File: src/rtl/wb_pipe_reg_pkg.sv
// Shared types for the MEM->WB pipeline register: default widths, write-back
// control bundle and the write-back source select.
package wb_pipe_reg_pkg;

  localparam int DATA_W_DEF  = 16;
  localparam int RADDR_W_DEF = 4;

  typedef struct packed {
    logic hlt;
    logic memtoreg;
    logic regwrite;
    logic pcs;
  } wb_ctrl_t;

  localparam int CTRL_W = $bits(wb_ctrl_t);

  typedef enum logic [1:0] {
    WB_SEL_ALU = 2'd0,
    WB_SEL_MEM = 2'd1,
    WB_SEL_PC  = 2'd2
  } wb_sel_e;

  // PCS outranks memtoreg: a link write always takes the return address.
  function automatic wb_sel_e wb_sel(input wb_ctrl_t c);
    if (c.pcs)           return WB_SEL_PC;
    else if (c.memtoreg) return WB_SEL_MEM;
    else                 return WB_SEL_ALU;
  endfunction

endpackage

File: src/rtl/wb_pipe_reg_entry.sv
// One pipeline slot: payload register plus valid flag, with load, drop and
// synchronous clear. Payload only changes on load.
module wb_pipe_reg_entry #(
  parameter int W = 8
) (
  input  logic         clk,
  input  logic         rst,
  input  logic         clr_i,
  input  logic         load_i,
  input  logic         drop_i,
  input  logic [W-1:0] d_i,
  output logic         valid_o,
  output logic [W-1:0] q_o
);

  logic         valid_q, valid_d;
  logic [W-1:0] data_q;

  always_comb begin
    valid_d = valid_q;
    if (load_i)      valid_d = 1'b1;
    else if (drop_i) valid_d = 1'b0;
    if (clr_i)       valid_d = 1'b0;
  end

  always_ff @(posedge clk) begin
    if (rst) valid_q <= 1'b0;
    else     valid_q <= valid_d;
  end

  always_ff @(posedge clk) begin
    if (rst)         data_q <= '0;
    else if (load_i) data_q <= d_i;
  end

  assign valid_o = valid_q;
  assign q_o     = data_q;

endmodule

File: src/rtl/wb_pipe_reg.sv
// MEM->WB pipeline register with valid/ready handshake, flush, optional skid
// entry, sticky halt and a write-back data select driven from the main entry.
module wb_pipe_reg
  import wb_pipe_reg_pkg::*;
#(
  parameter int DATA_W  = DATA_W_DEF,
  parameter int RADDR_W = RADDR_W_DEF,
  parameter int SKID    = 1
) (
  input  logic               clk,
  input  logic               rst,
  input  logic               flush,
  input  logic               in_valid,
  output logic               in_ready,
  input  logic [RADDR_W-1:0] in_dest,
  input  logic [DATA_W-1:0]  in_memdata,
  input  logic [DATA_W-1:0]  in_aluout,
  input  logic [DATA_W-1:0]  in_nxt_pc,
  input  logic               in_hlt,
  input  logic               in_memtoreg,
  input  logic               in_regwrite,
  input  logic               in_pcs,
  output logic               out_valid,
  input  logic               out_ready,
  output logic [RADDR_W-1:0] out_dest,
  output logic [DATA_W-1:0]  out_wdata,
  output logic               out_regwrite,
  output logic               out_hlt,
  output logic               halted,
  output logic [1:0]         occupancy
);

  localparam int PL_W = RADDR_W + 3*DATA_W + CTRL_W;

  logic [PL_W-1:0]   in_pl, main_d, main_pl;
  logic              main_valid, main_load, skid_valid_w;
  logic              accept, pop, halted_q, halted_d;
  wb_ctrl_t          main_ctrl;
  logic [DATA_W-1:0] main_npc, main_alu, main_mem;

  assign in_pl  = {in_dest, in_memdata, in_aluout, in_nxt_pc,
                   in_hlt, in_memtoreg, in_regwrite, in_pcs};
  assign accept = in_valid & in_ready & ~flush;
  assign pop    = out_valid & out_ready;

  wb_pipe_reg_entry #(.W(PL_W)) u_main (
    .clk     (clk),
    .rst     (rst),
    .clr_i   (flush),
    .load_i  (main_load),
    .drop_i  (pop),
    .d_i     (main_d),
    .valid_o (main_valid),
    .q_o     (main_pl)
  );

  generate
    if (SKID != 0) begin : g_skid
      logic            skid_valid, skid_load;
      logic [PL_W-1:0] skid_pl;

      // in_ready comes straight from the skid flag, so downstream stall never
      // reaches upstream combinationally; the skid absorbs the beat in flight.
      assign skid_load = accept & ((pop & skid_valid) | (~pop & main_valid));
      assign main_load = ~flush & ((pop & skid_valid) | (accept & (~main_valid | pop)));
      assign main_d    = (pop & skid_valid) ? skid_pl : in_pl;
      assign in_ready  = ~skid_valid & ~halted_q;
      assign skid_valid_w = skid_valid;

      wb_pipe_reg_entry #(.W(PL_W)) u_skid (
        .clk     (clk),
        .rst     (rst),
        .clr_i   (flush),
        .load_i  (skid_load),
        .drop_i  (pop),
        .d_i     (in_pl),
        .valid_o (skid_valid),
        .q_o     (skid_pl)
      );
    end else begin : g_noskid
      assign main_load    = accept;
      assign main_d       = in_pl;
      assign in_ready     = (~main_valid | out_ready) & ~halted_q;
      assign skid_valid_w = 1'b0;
    end
  endgenerate

  assign main_ctrl = main_pl[CTRL_W-1:0];
  assign main_npc  = main_pl[CTRL_W +: DATA_W];
  assign main_alu  = main_pl[CTRL_W+DATA_W +: DATA_W];
  assign main_mem  = main_pl[CTRL_W+2*DATA_W +: DATA_W];
  assign out_dest  = main_pl[CTRL_W+3*DATA_W +: RADDR_W];

  always_comb begin
    out_wdata = main_alu;
    unique case (wb_sel(main_ctrl))
      WB_SEL_PC:  out_wdata = main_npc;
      WB_SEL_MEM: out_wdata = main_mem;
      default:    out_wdata = main_alu;
    endcase
  end

  assign out_valid    = main_valid & ~halted_q;
  assign out_regwrite = main_ctrl.regwrite & out_valid;
  assign out_hlt      = main_ctrl.hlt & out_valid;

  // A halt popped in a flush cycle still retires.
  assign halted_d = halted_q | (pop & out_hlt);

  always_ff @(posedge clk) begin
    if (rst) halted_q <= 1'b0;
    else     halted_q <= halted_d;
  end

  assign halted    = halted_q;
  assign occupancy = {1'b0, main_valid} + {1'b0, skid_valid_w};

endmodule

File: config.mk
export PLATFORM = sky130hd
export DESIGN_NAME = wb_pipe_reg
export DESIGN_NICKNAME = d
export VERILOG_FILES = /design/src/rtl/wb_pipe_reg_pkg.sv /design/src/rtl/wb_pipe_reg_entry.sv /design/src/rtl/wb_pipe_reg.sv
export SDC_FILE = /design/constraint.sdc
export NUM_CORES = 1
export LEC_CHECK = 0
export CORE_MARGIN = 2
export CORE_UTILIZATION = 49
export DETAILED_ROUTE_END_ITERATION = 8
export HOLD_SLACK_MARGIN = 0.08
export PLACE_DENSITY = 0.77
export SKIP_LAST_GASP = 1
export SLEW_MARGIN = 20
export SYNTH_ARGS = -nofsm -noshare
export SYNTH_HDL_FRONTEND = slang
export SYNTH_SLANG_ARGS = --single-unit
File: constraint.sdc
create_clock -name clk -period 1.6 [get_ports clk]
set_input_delay 0.24 -clock clk [delete_from_list [all_inputs] [get_ports clk]]
set_output_delay 0.24 -clock clk [all_outputs]
set_load 0.005 [all_outputs]
==> qor.txt <==
Worst hold stages -> 2
Xor-xnor portion of the synthesized cell area -> 0%
Mapped cell area -> 5590 um2
Area delta synth->final -> 46.6%
Top cells by count, synth -> nand2_1, dfxtp_1, a21oi_1, a31oi_1, nand3_1
ANT cells -> 0
Tot Pwr -> 8.36 mW
Synth Instances -> 658
Ranking of synthesized cells by area -> dfxtp_1, a311oi_2, nand2_1
CTS tree -> built
Largest family of logic cells by synthesized area -> compound AO/OA/AOI/OAI gates
CTS buffer count -> 17
Worst Setup Path Type -> flop to output port
ANT nets after route -> 0
Metal-1 WL -> 7.69 mm
LEAKAGE -> 2.80 nW
Share of cells above drive strength 1 -> 33.7%
Setup-failing EPs final -> 79
Status -> finished, violations left
Post-synth EDFFs -> 0
Slew @ Worst Pin -> 0.809 ns
First drt pass iteration count -> 5
Sequential area share after synthesis -> 41.2%
CTS Sinks -> 115
Worst Setup End Kind -> output port
Maximum vdd drop -> 0.622 mV
Top Metal Used -> met4
Footprint of the multi-input gates -> 3350 um2
Via count -> 6302
Initial antenna violation count -> 0
Rel. slew slack -> 46.0%
Layout fillers -> 727
Top-count cell post-synth -> nand2_1
Post-synth top flop -> dfxtp_1
Worst-path cell chain -> buf_16 > buf_6 > mux2i_4 > o21ai_2 > buf_2
First-pass GRT wire length -> 28.7 mm
Routed WL per cell -> 25.6 um
Seq cells post-synth -> 115
CP max stage cell -> dfxtp_4
Finished Layout Cells -> 899
Die area -> 12300 um2
Clock latency at the later pin of the worst-skew pair -> 0.42 ns
Netlist cell types -> 32
Post-Route WL -> 23.0 mm
Final Critical Period -> 1.79 ns
Nets -> 805
Depth of the most critical reg-to-reg path -> 5
CTS Hold Bufs -> 0
Vias in the first global route -> 5667
DIE WIDTH -> 111 um
Post-layout instance area -> 8200 um2
Final Max Tran Viols -> 0
Core area -> 11300 um2
Adder-cell share of the synthesized area -> 0.224%
Mux share of post-synthesis cell area -> 3.13%
Worst path depth -> 5
Storage cell area -> 2310 um2
Yosys Warn Count -> 0
CTS root buffer -> clkbuf_16
DP HPWL -> 10.2 mm
Final global-route overflow total -> 0
Initial core utilization -> 49.6%
Final hold vios -> 0
Post-synthesis simple-gate area fraction -> 15.4%
RD Place Congestion -> 0.864
Top Family by Delay on Critical Path -> buffers and inverters
Via-per-instance ratio -> 7.01
IO Pins -> 88
Max Fclk -> 0.557 GHz
Post-synth top area share -> 41.2%
H-tree Lvls -> 4
Met3 Wirelength -> 2.84 mm
Type of origin of the critical path -> flop
Residual DRC -> 0
Final period util -> 112%
Post-route clock skew -> 0.00746 ns
Row count -> 39
Syn nets -> 720
Wire length on met2 -> 10.4 mm
Die height -> 111 um
Placed Area -> 6730 um2
Critical path peak fanout -> 6
Ys async rst share -> 0%
CP max stage delay -> 0.37 ns
Fin util -> 72.7%
Tightest Hold Check Type -> input port to flop
Placed Cells -> 849
Cell taking the most area after synthesis -> dfxtp_1
Critical Path AT -> 1.55 ns
Maximum root-to-sink buffer count -> 2
Worst path required time -> 1.36 ns
Unrepaired setup endpoints after global routing -> yes
Synth Area in Compound Gates -> 31.6%
CP bufs+invs -> 3
Mean post-synth cell area -> 8.50 um2
Max_cap viols -> 0
Failing checks -> setup timing
PnR worst setup slack -> -0.194 ns
Largest net degree at the start of global routing -> 59
Input/output buffers -> 87
Clock transition at the registers of the reported paths -> 0.05 ns
Overall Global Routing Usage -> 28.9%
1st-iter DRT viols -> 936
P per Cell Area -> 1020 nW/um2
==> logic make-up (layout without fill, tap and decap cells) <==
family	count (synthesis)	count (layout)
and+or+nand+nor	198	198
AOI/OAI and AO/OA	244	244
adders and majority gates	1	1
buffers and inverters	83	181
DFF	115	115
muxes	17	17
==> report_power, final <==
group          switching (mW)  internal (mW)  total, mW
clock network            1.36           2.72       4.07
registers               0.101           2.97       3.07
logic                   0.649          0.568       1.22
total                    2.11           6.26       8.36
==> area by class of cell <==
class	count	area share, %
repair buffers	148	21.0
flip-flops and latches	115	28.2
inverters	1	0.0458
clock buffers	22	5.79
multi-input cells	460	40.8
clock inverters	10	1.88
well taps	143	2.18
==> state kept, by name, summed over array words and instances (netlist names) <==
name and flops:
g_skid.u_skid.valid_o 1, u_main.valid_o 1, g_skid.u_skid.q_o 56, halted 1
u_main.q_o 56
==> through the flow <==
stage,setup slack [ns],hold slack [ns],setup TNS [ns]
floorplan,0.104,0.319,0
global placement,-0.241,0.449,-20.93
detailed placement,-0.306,0.463,-28.49
CTS,-0.191,0.291,-2.64
global route,-0.211,0.323,-7.74
finish,-0.194,0.327,-6.13
==> worst register-to-register path, stage by stage (launching register included) <==
cell	delay [ns]
dfxtp_4	0.34
buf_6	0.11
or4b_4	0.64
clkbuf_16	0.27
o21ai_2	0.11
a21oi_1	0.12
==> layout by cell type, fill, tap and decap left out, types with 4 or more instances in the layout <==
master / Yosys / final
buf_2: 28 / 17
clkinv_2: 0 / 5
buf_6: 6 / 4
o21ai_4: 0 / 7
o21ai_1: 55 / 9
bufinv_16: 0 / 4
a21oi_1: 57 / 46
clkdlybuf4s50_1: 0 / 64
nand2_1: 128 / 128
mux2i_4: 0 / 10
a21oi_2: 0 / 11
o21ai_2: 1 / 56
a311oi_2: 40 / 43
buf_4: 10 / 25
clkbuf_16: 0 / 26
dfxtp_1: 115 / 111
a311oi_1: 16 / 13
mux2i_2: 0 / 4
buf_12: 0 / 19
nand3_1: 56 / 56
a31oi_1: 57 / 55
==> timing repair <==
item | in CTS | in global routing
endpoints found under the hold margin | 0 | 0
resized for setup | 132 | 92
setup endpoints to repair | 25 | 116
pin swaps | 13 | 51
buffers inserted | 5 | 3
cloned | 1 | 12
==> per-layer routing <==
layer	up-vias	GRT usage [%]
li1	2630	-
met1	2922	35.0
met2	558	48.2
met3	192	7.33
met4	0	13.3
met5	-	0
==> final timing paths <==
kind                               from               endpoint  slack (ns)
setup / recovery          u_main.q_o[2]           out_wdata[8]       -0.19
hold / removal                      rst                 halted        0.33
setup reg to reg  g_skid.u_skid.valid_o   g_skid.u_skid.q_o[5]       -0.16
hold reg to reg   g_skid.u_skid.q_o[52]  g_skid.u_skid.q_o[52]        0.46
No activity file was read; power rests on OpenSTA's default activity.
